**src/rtl/uart_pkg.sv**
```systemverilog
// Shared definitions for the UART pair: receiver state encoding, data-length
// codes and the code-to-length mapping used by uart_tx and uart_rx.
package uart_pkg;

  typedef enum logic [2:0] {
    IDLE      = 3'd0,
    START     = 3'd1,
    DATA      = 3'd2,
    STOP      = 3'd3,
    WAIT_HIGH = 3'd4
  } state_e;

  localparam logic [1:0] CFG_8 = 2'b00;
  localparam logic [1:0] CFG_7 = 2'b01;
  localparam logic [1:0] CFG_6 = 2'b11;
  localparam logic [1:0] CFG_5 = 2'b10;

  function automatic logic [3:0] cfg_to_len(input logic [1:0] code);
    logic [3:0] len;
    case (code)
      CFG_8:   len = 4'd8;
      CFG_7:   len = 4'd7;
      CFG_6:   len = 4'd6;
      CFG_5:   len = 4'd5;
      default: len = 4'd8;
    endcase
    return len;
  endfunction

endpackage

```
**src/rtl/uart_sync.sv**
```systemverilog
// Multi-flop synchronizer for the asynchronous rx line; resets to the idle
// (high) level so a reset release never looks like a start bit.
module uart_sync #(
  parameter int STAGES = 2
) (
  input  logic i_clk,
  input  logic i_reset,
  input  logic i_async,
  output logic o_sync
);

  logic [STAGES-1:0] r_sync;

  // Shift the raw line through the synchronizer chain.
  always_ff @(posedge i_clk or negedge i_reset) begin
    if (!i_reset) begin
      r_sync <= {STAGES{1'b1}};
    end else begin
      r_sync <= {r_sync[STAGES-2:0], i_async};
    end
  end

  assign o_sync = r_sync[STAGES-1];

endmodule

```
**src/rtl/uart_rx.sv**
```systemverilog
// UART receiver: start / 5..8 data bits LSB first / stop, no parity.
// Emits each good word with a one-cycle valid, bad stop bits with frame_error.
module uart_rx
  import uart_pkg::*;
#(
  parameter int CLKS_PER_BIT = 1,
  parameter int SYNC_STAGES  = 2
) (
  input  logic       i_clk,
  input  logic       i_reset,
  input  logic       i_rx,
  input  logic       i_pulse,
  input  logic [1:0] i_configuration,
  output logic [7:0] o_data,
  output logic       o_valid,
  output logic       o_frame_error,
  output logic       o_busy
);

  localparam int CW   = $clog2(CLKS_PER_BIT + 1);
  localparam int HALF = CLKS_PER_BIT / 2;
  localparam logic [CW-1:0] SAMPLE_AT = CW'(CLKS_PER_BIT - 1);
  localparam logic [CW-1:0] MID_AT    = CW'((HALF > 0) ? (HALF - 1) : 0);

  logic          w_rxs;
  logic [7:0]    w_word;
  logic [2:0]    w_last_bit;

  state_e        r_state;
  logic [CW-1:0] r_cnt;
  logic [2:0]    r_bit_cnt;
  logic [3:0]    r_len;
  logic [7:0]    r_shift;
  logic [7:0]    r_data;
  logic          r_valid;
  logic          r_frame_error;
  logic          r_busy;

  uart_sync #(
    .STAGES (SYNC_STAGES)
  ) u_sync (
    .i_clk   (i_clk),
    .i_reset (i_reset),
    .i_async (i_rx),
    .o_sync  (w_rxs)
  );

  // Bits enter at the top of r_shift, so a short word ends up left-aligned.
  assign w_word     = r_shift >> (4'd8 - r_len);
  assign w_last_bit = 3'(r_len - 4'd1);

  // Frame state machine with registered strobes and data.
  always_ff @(posedge i_clk or negedge i_reset) begin
    if (!i_reset) begin
      r_state       <= IDLE;
      r_cnt         <= '0;
      r_bit_cnt     <= 3'd0;
      r_len         <= 4'd8;
      r_shift       <= 8'h00;
      r_data        <= 8'h00;
      r_valid       <= 1'b0;
      r_frame_error <= 1'b0;
      r_busy        <= 1'b0;
    end else begin
      r_valid       <= 1'b0;
      r_frame_error <= 1'b0;
      case (r_state)
        IDLE: begin
          if (i_pulse) begin
            r_len <= cfg_to_len(i_configuration);
          end
          if (!w_rxs) begin
            r_busy    <= 1'b1;
            r_cnt     <= '0;
            r_bit_cnt <= 3'd0;
            // With one clock per bit this cycle already is the start sample.
            r_state   <= (CLKS_PER_BIT == 1) ? DATA : START;
          end
        end
        START: begin
          if (r_cnt == MID_AT) begin
            r_cnt <= '0;
            if (w_rxs) begin
              r_state <= IDLE;
              r_busy  <= 1'b0;
            end else begin
              r_state <= DATA;
            end
          end else begin
            r_cnt <= r_cnt + CW'(1'b1);
          end
        end
        DATA: begin
          if (r_cnt == SAMPLE_AT) begin
            r_cnt   <= '0;
            r_shift <= {w_rxs, r_shift[7:1]};
            if (r_bit_cnt == w_last_bit) begin
              r_state <= STOP;
            end else begin
              r_bit_cnt <= r_bit_cnt + 3'd1;
            end
          end else begin
            r_cnt <= r_cnt + CW'(1'b1);
          end
        end
        STOP: begin
          if (r_cnt == SAMPLE_AT) begin
            r_cnt <= '0;
            if (w_rxs) begin
              r_valid <= 1'b1;
              r_data  <= w_word;
              r_state <= IDLE;
              r_busy  <= 1'b0;
            end else begin
              r_frame_error <= 1'b1;
              r_state       <= WAIT_HIGH;
            end
          end else begin
            r_cnt <= r_cnt + CW'(1'b1);
          end
        end
        WAIT_HIGH: begin
          // A held-low (break) line must not be taken as a fresh start bit.
          if (w_rxs) begin
            r_state <= IDLE;
            r_busy  <= 1'b0;
          end
        end
        default: begin
          r_state <= IDLE;
          r_busy  <= 1'b0;
        end
      endcase
    end
  end

  assign o_data        = r_data;
  assign o_valid       = r_valid;
  assign o_frame_error = r_frame_error;
  assign o_busy        = r_busy;

endmodule
```
**config.mk**
```make
export PLATFORM = sky130hd
export DESIGN_NAME = uart_rx
export DESIGN_NICKNAME = d
export VERILOG_FILES = /design/src/rtl/uart_pkg.sv /design/src/rtl/uart_sync.sv /design/src/rtl/uart_rx.sv
export SDC_FILE = /design/constraint.sdc
export NUM_CORES = 1
export LEC_CHECK = 0
export CAP_MARGIN = 20
export CELL_PAD_IN_SITES_DETAIL_PLACEMENT = 1
export CELL_PAD_IN_SITES_GLOBAL_PLACEMENT = 1
export CORE_MARGIN = 3
export CORE_UTILIZATION = 55
export CTS_BUF_LIST = sky130_fd_sc_hd__clkbuf_8
export DETAILED_ROUTE_END_ITERATION = 16
export DONT_BUFFER_PORTS = 1
export PLACE_DENSITY_LB_ADDON = 0.2
export SYNTH_ARGS = -nofsm -noshare
export SYNTH_HDL_FRONTEND = slang
export SYNTH_SLANG_ARGS = --single-unit
```
**constraint.sdc**
```tcl
create_clock -name i_clk -period 4.1 [get_ports i_clk]
set_input_delay 0.615 -clock i_clk [delete_from_list [all_inputs] [get_ports i_clk]]
set_output_delay 0.615 -clock i_clk [all_outputs]
set_load 0.01 [all_outputs]
```
==> results.tsv, run 1 <==
metric	value	unit
synth.avg_cell_area	11.5	µm²
num_rows	18	
rsz0062_at_grt	false	
antenna_found_initial	0	
drc	0	
finalClockSkew	9.65	ps
maxSlewHeadroom	0.553	
netlist.area_leader.share	0.440	
num-fill-cells	260	
cts_htree_levels	2	
dpl.hpwl	2210	µm
hold_path_class	in -> async	
dp.cells	164	
gp_congestion	0.747	
track_usage	0.205	
start_util	0.610	
finalHoldViolations	0	
dieArea	3580	µm²
route.vias.total	1036	
path_max_fanout	12	
drive_gt1_frac	0.238	
cts_buffers	5	
synth_area_leaders	dfrtp_1, mux2_2, dfstp_2	
clk_path_buf_depth	2	
final_nets	154	
fin_hold_ws	26.3	ps
synthesis.area	1590	µm²
r2r-end	o_data[3]$_DFFE_PN0P_	
layout_common_cells	dfrtp_1, mux2_2, nand2_1	
cts_root_buf	clkbuf_8	
min_period	2330	ps
report.final.slew_viol_count	0	
path_class	reg -> reg	
stdcell_count	173	
p_leak	0.784	nW
worst_slew_pin_slew	668	ps
p_per_area	896	nW/µm²
grt_pass1_vias	1089	
drt_pass1_iterations	4	
wl_per_cell	17.9	µm
synth-seq-area-share	0.489	
syn_nets	151	
path_clk_slew	70	ps
overflow	0	
drt-met1-wl	1360	µm
endpoint_kind	flop	
dr_wl_met2	1520	µm
area_growth	9.50	%
crit_required	4260	ps
drt-total-wl	3100	µm
postRouteAntennaNets	0	
grt_pass1_wl	5180	µm
arrival	2490	ps
yosysWarnings	0	
io_buffers	0	
routed_via_density	5.99	
grt_max_degree	32	
power.total	1.56	mW
mostFrequentLayoutCell	dfrtp_1	
synth_cell_types	38	
setup_viol	0	
antenna_cells	0	
synth_cells	139	
worstRegToRegCells	6	
start_kind	flop	
cts_tree	done	
die-height	59.8	µm
fin_setup_tns	0	ps
cts.hold.buffers_added	0	
wl_met3	147	µm
drt_iter0_drc	36	
period_share	0.569	
rr_startpoint	r_len[0]$_DFFE_PN0P_	
io_pins	17	
clock_latency	290	ps
top_layer	met4	
yosysTopAreaCell	dfrtp_1	
vdd_drop_max	648	µV
core_area	2610	µm²
maxCapViolations	0	
status	complete, no violations	
ys_ff_latch	31	
postCtsSetupRepairBufs	0	
r2r_setup_slack	1770	ps
die_w	59.8	µm
cts-resized-gates	0	
clock-sinks	31	
fmaxAchievable	428	MHz
==> power breakdown <==
group	total, mW	internal [mW]	switching, mW
registers	0.593	0.432	0.161
clock network	0.310	0.196	0.114
logic	0.660	0.339	0.322
total	1.56	0.967	0.596
==> critical path, cell delays in order, from the launching register on <==
cell	delay [ps]
dfrtp_1	660
inv_1	160
ha_1	270
xnor2_2	440
mux2_2	410
a21oi_1	170
o21ai_0	90
==> per-stage QoR <==
stage	setup slack (ps)	util	area [µm²]
3_3_place_gp	1940	0.615	1610
6_report	1770	0.668	1740
3_5_place_dp	1790	0.615	1610
5_1_grt	1600	0.668	1740
2_1_floorplan	2050	-	1590
4_1_cts	1770	0.660	1720
==> cells in the mapped netlist <==
| cell | n |
|---|---|
| dfrtp_1 | 28 |
| mux2_2 | 14 |
| nand2_1 | 13 |
| nor2_1 | 11 |
| o21ai_0 | 9 |
| inv_1 | 8 |
| a21oi_1 | 6 |
| ha_1 | 6 |
| mux2i_1 | 4 |
| a22o_1 | 3 |
| clkbuf_1 | 3 |
| dfstp_2 | 3 |
| nor3_1 | 3 |
| mux4_2 | 2 |
| o31ai_1 | 2 |
| xor2_1 | 2 |
| a211o_1 | 1 |
| a211oi_1 | 1 |
| a31oi_1 | 1 |
| a32o_1 | 1 |
| and2_1 | 1 |
| and4b_1 | 1 |
| buf_2 | 1 |
| buf_4 | 1 |
| clkinv_4 | 1 |
| maj3_1 | 1 |
| nand3_2 | 1 |
| nand3_4 | 1 |
| nand4_1 | 1 |
| nor2b_1 | 1 |
| nor3_2 | 1 |
| nor4b_2 | 1 |
| o211a_1 | 1 |
| o211ai_1 | 1 |
| or3_1 | 1 |
| or4_1 | 1 |
| xnor2_2 | 1 |
| xnor3_1 | 1 |
==> per-layer routing <==
layer,vias up,track usage
li1,495,-
met1,509,0.236
met2,24,0.330
met3,8,0.0842
met4,0,0.0949
met5,-,0
==> registers in the layout, summed over array words and instances, names as in the netlist <==
signal and cells:
o_busy 1, o_frame_error 1, u_sync.r_sync 2, r_state 3, o_data 8, r_bit_cnt 3
o_valid 1, r_shift 8, r_len 4
==> final cells by class <==
type	count	area, µm²	area share
flip-flops and latches	31	779	0.447
multi-input cells	94	751	0.430
clock inverters	2	35.0	0.0201
clock buffers	6	82.6	0.0473
inverters	9	38.8	0.0222
repair buffers	1	20.0	0.0115
well taps	30	37.5	0.0215
==> cells by family (layout without fill, tap and decap cells) <==
group | count (synthesis) | in the layout | synth area share
AOI/OAI and AO/OA | 26 | 26 | 0.104
adders and majority gates | 7 | 7 | 0.0534
DFF | 31 | 31 | 0.489
muxes | 20 | 20 | 0.152
xor gates and xnor gates | 4 | 4 | 0.0354
and+or+nand+nor | 37 | 37 | 0.126
buffers and inverters | 14 | 18 | 0.0393
==> how the worst max path moves through the flow <==
stage | to | slack [ps] | cells after the start | startpoint
2_1_floorplan | r_bit_cnt[0]$_DFFE_PN0P_ | 2050 | 8 | r_len[0]$_DFFE_PN0P_
3_3_place_gp | o_data[3]$_DFFE_PN0P_ | 1940 | 6 | r_len[0]$_DFFE_PN0P_
3_5_place_dp | o_data[3]$_DFFE_PN0P_ | 1790 | 6 | r_len[0]$_DFFE_PN0P_
4_1_cts | o_data[3]$_DFFE_PN0P_ | 1770 | 6 | r_len[0]$_DFFE_PN0P_
5_1_grt | o_data[3]$_DFFE_PN0P_ | 1600 | 6 | r_len[0]$_DFFE_PN0P_
6_report | o_data[3]$_DFFE_PN0P_ | 1770 | 6 | r_len[0]$_DFFE_PN0P_
No activity file was read; power rests on OpenSTA's default activity.
==> run 2, diff against run 1 <==
Settings changed: CORE_UTILIZATION 55 to 52.
Clock period 4.1 ns to 2.2 ns, I/O delays scaled along.
==> run 2 against run 1 <==
Maximum frequency rose by 26%. Hold slack gained 27 ps. Sequential power rose by 79%. Final area increased by 0.93%. Critical path type unchanged. Largest power group unchanged.
==> results.tsv, run 2 (synthesis results as in run 1) <==
metric	value	unit	change
dieArea	3760	µm²	+5.2%
met3_usage	0.0566		-0.0276
fmaxAchievable	540	MHz	+26%
clock-sinks	31		unchanged
gr-usage-met2	0.314		-0.0160
final_cell_area	1760	µm²	+0.93%
arrival	1990	ps	-500 ps
drive_gt1_frac	0.245		+0.00714
io_pins	17		unchanged
io_buffers	0		unchanged
start_kind	flop		
multi_input_area	751	µm²	unchanged
setup_viol	0		unchanged
antenna_found_initial	0		unchanged
vdd_drop_max	721	µV	+11%
finalClockSkew	5.29	ps	-4.36 ps
cts-resized-gates	0		unchanged
cts_buffers	5		unchanged
register_area	779	µm²	unchanged
min_period	1850	ps	-482 ps
routed_via_density	5.89		-1.7%
drt-total-wl	2940	µm	-5.1%
wl_per_cell	16.5	µm	-7.8%
path_class	reg -> reg		
rsz0062_at_grt	false		
cts_root_buf	clkbuf_8		
worst_slew_pin_slew	426	ps	-242 ps
endpoint_kind	flop		
drt_iter0_drc	33		-8.3%
report.final.slew_viol_count	0		unchanged
crit_required	2340	ps	-1920 ps
path_max_fanout	6		-6
cts_tree	done		
drc	0		unchanged
drt_pass1_iterations	4		unchanged
mostFrequentLayoutCell	dfrtp_1		
cts_htree_levels	2		unchanged
clk_path_buf_depth	2		unchanged
final_nets	158		+2.6%
grt_pass1_wl	4950	µm	-4.5%
num_rows	19		+1
grt_max_degree	32		unchanged
layout_common_cells	dfrtp_1, mux2_2, nand2_1		
die-height	61.3	µm	+2.6%
track_usage	0.186		-0.0193
p_leak	0.798	nW	+1.8%
fin_hold_ws	53.4	ps	+27.0 ps
maxCapViolations	0		unchanged
area_growth	10.5	%	
postCtsSetupRepairBufs	0		unchanged
placed_area	1630	µm²	+1.5%
dpl.hpwl	2220	µm	+0.76%
groute.layer.met1.usage	0.217		-0.0186
grt_most_used_layer	met2		
cts.hold.buffers_added	2		+2
postRouteAntennaNets	0		unchanged
route.vias.total	1048		+1.2%
overflow	0		unchanged
clock_latency	270	ps	-20 ps
p_per_area	1610	nW/µm²	+80%
fin_setup_tns	0	ps	unchanged
die_w	61.3	µm	+2.6%
hold_path_class	in -> reg		
status	complete, no violations		
num-fill-cells	281		+8.1%
maxSlewHeadroom	0.713		+0.160
finalHoldViolations	0		unchanged
power.total	2.83	mW	+81%
grt_pass1_vias	1072		-1.6%
path_clk_slew	60	ps	about the same
core_area	2830	µm²	+8.3%
gp_congestion	0.776		+3.8%
period_share	0.842		+0.272
antenna_cells	0		unchanged
start_util	0.563		-0.0466
run 2: changes by cell type in the layout (fill, tap and decap cells not counted):
cell	previous run	this run
dlygate4sd3_1	0	1
buf_4	0	3
clkbuf_8	6	7
bufinv_16	1	0
inv_1	8	9
clkinv_2	1	0
run 2: final cells by class:
class                           instances  share of cell area
Clock inverter                          1             0.00213
Sequential cell                        31               0.443
Timing Repair Buffer                    5              0.0299
Clock buffer                            7              0.0547
Tap cell                               31              0.0220
Multi-Input combinational cell         94               0.426
Inverter                                9              0.0220
run 2: worst paths after layout:
kind | from | to | slack, ps | cells past startpoint
setup / recovery | r_len[1]$_DFFE_PN0P_ | o_data[2]$_DFFE_PN0P_ | 350 | 6
hold / removal | i_rx | u_sync.r_sync[0]$_DFF_PN1_ | 50 | 0
setup reg to reg | r_len[1]$_DFFE_PN0P_ | o_data[2]$_DFFE_PN0P_ | 350 | 6
hold reg to reg | u_sync.r_sync[0]$_DFF_PN1_ | u_sync.r_sync[1]$_DFF_PN1_ | 350 | 0
max in group asynchronous | i_reset | u_sync.r_sync[0]$_DFF_PN1_ | 1460 | 2
min in group asynchronous | i_reset | r_len[1]$_DFFE_PN0P_ | 490 | 2
run 2: report_power, final:
part / leakage [nW] / switching [mW] / total, mW / internal, mW
clock: 0.0557 / 0.187 / 0.467 / 0.280
sequential: 0.378 / 0.256 / 1.06 / 0.806
combinational: 0.364 / 0.633 / 1.30 / 0.671
total: 0.798 / 1.08 / 2.83 / 1.76
run 2: routing by layer:
layer,vias to the layer above,part of all wire,wire [µm]
met2,19,0.51,1490
met5,-,0,0
met3,5,0.040,118
met4,0,0.014,41
met1,520,0.44,1290
li1,504,-,-
run 2: worst max-delay path, cell delays in order (launching register included):
cell	delay [ps]
dfrtp_1	360
inv_1	80
ha_1	210
xnor2_2	340
mux2_2	400
a21oi_1	190
o21ai_0	130
run 2: through the flow:
stage | setup slack [ps] | cells | util
6_report | 348 | 178 | 0.622
4_1_cts | 291 | 178 | 0.622
3_5_place_dp | 353 | 168 | 0.576
5_1_grt | 161 | 178 | 0.622
2_1_floorplan | 149 | 139 | -
3_3_place_gp | 394 | 168 | 0.576
